===== src/rtl/spy_path_sampler.sv =====
// Launch/capture controller for the inverter-chain delay sensor: toggles the chain
// input, samples the chain output a fixed number of edges later and counts late arrivals.
module spy_path_sampler #(
   parameter int SAMPLE_DELAY = 1,
   parameter int SETTLE       = 4,
   parameter int WINDOW       = 256,
   parameter int CNT_W        = 16,
   parameter int INVERT       = 0
) (
   input  logic             clk,
   input  logic             rst_n,
   input  logic             start,
   output logic             path_input,
   input  logic             path_result,
   output logic             busy,
   output logic             sample_bit,
   output logic [CNT_W-1:0] fail_count,
   output logic             result_valid,
   input  logic             result_ready
);

   localparam logic [2:0] ST_IDLE    = 3'd0;
   localparam logic [2:0] ST_LAUNCH  = 3'd1;
   localparam logic [2:0] ST_WAIT    = 3'd2;
   localparam logic [2:0] ST_CAPTURE = 3'd3;
   localparam logic [2:0] ST_SETTLE  = 3'd4;
   localparam logic [2:0] ST_DONE    = 3'd5;

   localparam logic INV = 1'(INVERT);

   logic [2:0]  state;
   logic [7:0]  delayCnt;
   logic [7:0]  settleCnt;
   logic [15:0] launchCnt;
   logic        mismatch;

   assign busy         = (state != ST_IDLE);
   assign result_valid = (state == ST_DONE);
   // path_input already holds the launched value by the time CAPTURE is reached
   assign mismatch     = (path_result != (path_input ^ INV));

   always_ff @(posedge clk or negedge rst_n) begin
      if (!rst_n) begin
         state      <= ST_IDLE;
         path_input <= 1'b0;
         sample_bit <= 1'b0;
         fail_count <= '0;
         delayCnt   <= '0;
         settleCnt  <= '0;
         launchCnt  <= '0;
      end else begin
         case (state)
            ST_IDLE: begin
               if (start) begin
                  fail_count <= '0;
                  launchCnt  <= '0;
                  state      <= ST_LAUNCH;
               end
            end
            ST_LAUNCH: begin
               path_input <= ~path_input;
               delayCnt   <= 8'(SAMPLE_DELAY - 1);
               state      <= (SAMPLE_DELAY == 1) ? ST_CAPTURE : ST_WAIT;
            end
            ST_WAIT: begin
               // leaves on the cycle the decrement reaches zero: SAMPLE_DELAY-1 cycles
               delayCnt <= delayCnt - 8'd1;
               if (delayCnt == 8'd1)
                  state <= ST_CAPTURE;
            end
            ST_CAPTURE: begin
               sample_bit <= path_result;
               if (mismatch && (fail_count != {CNT_W{1'b1}}))
                  fail_count <= fail_count + 1'b1;
               launchCnt <= launchCnt + 16'd1;
               settleCnt <= 8'(SETTLE - 1);
               state     <= ST_SETTLE;
            end
            ST_SETTLE: begin
               if (settleCnt == 8'd0)
                  state <= (launchCnt == 16'(WINDOW)) ? ST_DONE : ST_LAUNCH;
               else
                  settleCnt <= settleCnt - 8'd1;
            end
            ST_DONE: begin
               if (result_ready)
                  state <= ST_IDLE;
            end
            default: state <= ST_IDLE;
         endcase
      end
   end

endmodule


===== config.mk =====
export PLATFORM = sky130hd
export DESIGN_NAME = spy_path_sampler
export DESIGN_NICKNAME = d
export VERILOG_FILES = /design/src/rtl/spy_path_sampler.sv
export SDC_FILE = /design/constraint.sdc
export NUM_CORES = 1
export LEC_CHECK = 0
export ABC_AREA = 0
export BUFFER_PORTS_ARGS = -buffer_cell sky130_fd_sc_hd__buf_4
export CAP_MARGIN = 20
export CORE_MARGIN = 1
export CORE_UTILIZATION = 50
export DETAILED_ROUTE_END_ITERATION = 7
export PLACE_DENSITY = 0.71
export RECOVER_POWER = 25
export SYNTH_ARGS = -nofsm -noshare
export SYNTH_HDL_FRONTEND = slang
export SYNTH_SLANG_ARGS = --single-unit

===== constraint.sdc =====
create_clock -name clk -period 2.86 [get_ports clk]
set_input_delay 0.143 -clock clk [delete_from_list [all_inputs] [get_ports clk]]
set_output_delay 0.143 -clock clk [all_outputs]
set_load 0.02 [all_outputs]

After elaboration in Yosys (flattened, before gate mapping) --
Cells that the tools add are included.
Operators by class: add/sub/neg operators 4, eq/ne operators 15, mux-type cells 13, bitwise logic cells 1, reductions and logical operators 11
Operators by type and width (count):
- 16-bit one-hot mux with 2 select lines | 2
- 16-bit by 1-bit adder with 16-bit output, second input constant | 2
- 16-bit two-way mux | 2
- 8-bit one-hot mux with 2 select lines | 2
- 3-bit one-hot mux with 6 select lines | 1
- 16-bit by 9-bit == test with 1-bit output, second input constant | 1
- 16-bit inequality test, second input constant | 1
- 8-bit by 1-bit subtractor with 8-bit output, second input constant | 2
- 3-bit two-way mux | 5
- 2-bit inequality test, second input constant | 5
- 8-bit by 1-bit == test with 1-bit output, second input constant | 1
- 8-bit logical NOT | 1
- 8-bit two-way mux | 1
- 3-bit by 2-bit == test with 1-bit output, second input constant | 2
- 3-bit == test, second input constant | 2
- 2-bit nonzero test | 3
- 2-bit AND reduction | 2
- 4-bit AND reduction | 1
- 3-bit by 1-bit == test with 1-bit output, second input constant | 1
- 3-bit logical NOT | 1
- 3-bit AND reduction | 1
- 3-bit nonzero test | 1
- 2-bit by 1-bit inequality test with 1-bit output, second input constant | 1
- 1-bit logical AND | 1
- 2 further kinds | 2
Word-level totals: flip-flop bits (word level) 53, bits of input ports 5, output and inout bits 20, word-level logic and storage cells 51

Depth between registers and ports, before layout --
depth after elaboration 4, gate-level depth with buffers 7, depth with buffers taken out 7

Worst setup path before layout --
OpenSTA, ideal clock, no wires.
path kind reg2reg, from register settleCnt[2], to register state[2], library setup time 0.128 ns, data arrival time 1.877 ns, data required time 2.732 ns, slack 0.855 ns, cell stages (with the launch flop) 6, buffers on the path 1, period minus slack after synthesis 2.005 ns, cells stage by stage dfrtp_1 or3_1 buf_2 o41a_4 nor3_4 mux2_1
Between the ends: cells in the longest elaborated chain, start to end 3
RTL lines:
- start: declaration | RTL line 33 | logic [7:0] settleCnt;
- start signal: assignment | RTL line 76 | settleCnt <= 8'(SETTLE - 1);
- start signal: assignment | RTL line 83 | settleCnt <= settleCnt - 8'd1;
- 8-bit logical NOT | RTL line 80 | if (settleCnt == 8'd0)
- 2-bit inequality test (no source line)
- 4-bit AND reduction (no source line)
- end signal: assignment | RTL line 63 | state <= (SAMPLE_DELAY == 1) ? ST_CAPTURE : ST_WAIT;
- end signal: assignment | RTL line 81 | state <= (launchCnt == 16'(WINDOW)) ? ST_DONE : ST_LAUNCH;
- end: declaration | RTL line 31 | logic [2:0] state;
Every way passes these cells. A chain may end at the register's enable or synchronous reset.

Worst setup path after layout --
from register state[0], to register fail_count[13]
Between the ends: cells in the longest elaborated chain, start to end 3
RTL lines:
- 3-bit by 2-bit == test with 1-bit output or 3-bit logical NOT (tied branches) | RTL line 52 | case (state)
- 2-bit inequality test (no source line) or 2-bit nonzero test (tied branches)
- 3-bit AND reduction (no source line)
- end signal: assignment | RTL line 74 | fail_count <= fail_count + 1'b1;
- end: declaration | RTL line 17 | output logic [CNT_W-1:0] fail_count,
Several ways; a longest one is shown, not always the timed one.

==> reports/results.md <==
- setup bufs post-CTS: 0
- post-route fraction of the period consumed by the critical path: 0.748
- worst ir drop on vdd: 0.439 mV
- final core utilization: 0.595
- Fmax: 0.468 GHz
- gate count after technology mapping: 300
- dominant cell type by area after synthesis: sky130_fd_sc_hd__dfrtp_1
- number of clock buffers inserted by TritonCTS: 5
- Die X: 76.7 um
- DR pass1 iterations: 5
- Synth async-reset ratio: 1.00
- area growth from synthesis to final layout: 11.9%
- half-perimeter wire length after detailed placement: 4060 um
- Post-Synth XOR/XNOR Area: 0.0157
- H-tree levels: 2
- compound-cell area share of the yosys netlist: 0.205
- overflow left after global routing: 0
- highest fanout seen on the critical path: 14
- dominant combinational cell family by area after synthesis: simple AND/OR/NAND/NOR gates
- max-capacitance violation count: 0
- max-slew violation count: 0
- vias after detailed routing: 2289
- endpoint class of the critical path: flop
- flip-flop cell with the highest count after synthesis: sky130_fd_sc_hd__dfrtp_1
- first-pass GRT wire length: 9840 um
- min-delay src: path_result
- number of fill cells in the layout: 470
- max_slew headroom: 0.134
- antenna fix cells: 0
- synthesized area per cell: 9.29 um^2
- Multi-input gate area: 1350 um^2
- setup-violating endpoint count in the final report: 0
- First DRT Iteration DRCs: 146
- number of synthesized flops with an enable pin: 0
- reg-to-reg critical path startpoint: state[0]
- mapped cell area: 2790 um^2
- mux cell area share after synthesis: 0.0148
- run status: complete, no violations
- CTS sink count: 53
- clock root buffer: sky130_fd_sc_hd__clkbuf_8
- adder-cell area share of the yosys netlist: 0.0314
- slew of the pin with the lowest slew margin: 1300 ps
- reported leakage power: 1.37 nW
- crit start category: flop
- average wire per standard cell: 14.7 um
- clock tree from TritonCTS: yes
- Yosys reg bits: 53
- clock edge transition at the registers on the reported setup and hold paths: 110 ps
- Power Dens Cells: 735 nW/um^2
- cell types with the largest area share after synthesis: sky130_fd_sc_hd__dfrtp_1, sky130_fd_sc_hd__nand3_1, sky130_fd_sc_hd__nand2_1, sky130_fd_sc_hd__o31ai_1, sky130_fd_sc_hd__o21ai_0
- post-CTS resize count: 0
- final weighted congestion in routability-driven placement: 0.783
- fin nets: 334
- area taken by flip-flops and latches: 1330 um^2
- minimum clock period: 2140 ps
- via-per-instance ratio: 5.82
- global routing usage summed across all routing layers: 0.210
- Routed Antenna Nets: 0
- detailed-route wire length: 5780 um
- path class of the lowest-slack min-delay path: in2reg
- category of the critical setup timing path: reg2reg
- sequential element share of the synthesized area: 0.476
- I/O pin count: 25
- Syn Nets: 312
- PortBufs: 24
- count of warnings emitted by yosys: 0
- signal arrival time at the worst endpoint: 2320 ps
- effective utilization at floorplan: 0.532
- worst clock skew: 12.6 ps
- Core Box Area: 5240 um^2
- die boundary height: 76.7 um
- via count of the first global-routing pass: 2086
- antenna violations before repair: 0
- worst-case clock buffer depth: 2
- detailed-route DRC error count: 0
- required time at the worst-slack endpoint: 3040 ps
- Netlist cell types: 48
- largest net degree at the start of global routing: 54
- fraction of post-synthesis cell area in the top cell type by area: 0.476
- worst reg-to-reg setup slack: 720 ps
- share of synthesized cell area in and, or, nand and nor gates: 0.219
- list of most frequent post-synthesis cells: sky130_fd_sc_hd__dfrtp_1, sky130_fd_sc_hd__nand2_1, sky130_fd_sc_hd__nand3_1
- placed insts: 384
- CTS hold repair buffers: 1
- standard-cell row count: 26
- ratio of cells with drive above 1 in the final layout: 0.124
- library cell with the highest instance count after synthesis: sky130_fd_sc_hd__dfrtp_1
- Worst-Skew Late Latency: 310 ps
- non-filler cells, final: 393
- count of endpoints failing hold in the final timing report: 0
- setup tns final: 0 ps
- start point of the critical path: state[0]
- Die Footprint: 5880 um^2
- setup repair after global routing missed its margin: no
## sequential cells by signal, summed over array words and instances (netlist names)
register / count
launchCnt: 16
path_input: 1
sample_bit: 1
state: 3
settleCnt: 8
fail_count: 16
delayCnt: 8
## routing by layer
layer / GRT usage / vias up / part of all wire
met5: 0 / - / 0
met4: 0.0462 / 0 / 0.0067
met3: 0.0417 / 6 / 0.031
met2: 0.353 / 42 / 0.48
met1: 0.280 / 1084 / 0.48
li1: - / 1157 / -
## logic make-up (layout without fill, tap and decap cells)
logic type                 Yosys count  count (layout)
AOI/OAI and AO/OA                   87              87
xor gates and xnor gates             5               5
adders and majority gates            7               7
buffers and inverters               26              49
DFF                                 53              53
muxes                                4               4
and+or+nand+nor                    118             118
## area by class of cell
class                      instances  area share
timing repair buffer              28      0.0674
sequential                        53       0.426
multi-input combinational        221       0.434
tap                               70      0.0281
clock buffer                       5      0.0221
clock inverter                     3     0.00682
inverter                          13      0.0157
## worst paths after layout
kind / cells after the start / to
hold reg to reg: 1 / settleCnt[7]
max in group asynchronous: 2 / launchCnt[6]
setup / recovery: 5 / fail_count[13]
hold / removal: 3 / sample_bit
setup reg to reg: 5 / fail_count[13]
min in group asynchronous: 2 / fail_count[7]
## per-stage QoR
stage                     power [mW]  worst slack (ps)  area (um^2)  hold slack, ps
after floorplan                 1.63               855         2790            -153
after global placement          1.85               783         3020             227
after detailed placement        1.87               766         3020             225
after CTS                       2.30               738         3120            28.9
after global routing            2.45               564         3120            77.2
final                           2.29               721         3120            31.6
## worst max-delay path, cell delays in order, from the launching register on
cell                      delay (ps)
sky130_fd_sc_hd__dfrtp_1         500
sky130_fd_sc_hd__or4b_1          640
sky130_fd_sc_hd__and3_1          220
sky130_fd_sc_hd__a22o_1          360
sky130_fd_sc_hd__o21ai_1         200
sky130_fd_sc_hd__o31ai_1          90
## where the power goes
group | internal, mW | leakage, nW | total (mW) | switching, mW
Sequential | 0.864 | 0.711 | 1.03 | 0.163
Combinational | 0.328 | 0.612 | 0.831 | 0.502
Clock | 0.174 | 0.0445 | 0.433 | 0.259
## placed cells by master (no fill, tap or decap), drive strengths merged, types with 7 or more instances in the layout
master / count
a31oi: 10
buf: 26
nor2: 19
nor3: 9
dfrtp: 53
nand3: 25
inv: 14
ha: 7
o211ai: 7
nand2: 33
o21ai: 34
o31ai: 13
Power figures use the tool's default switching activity.
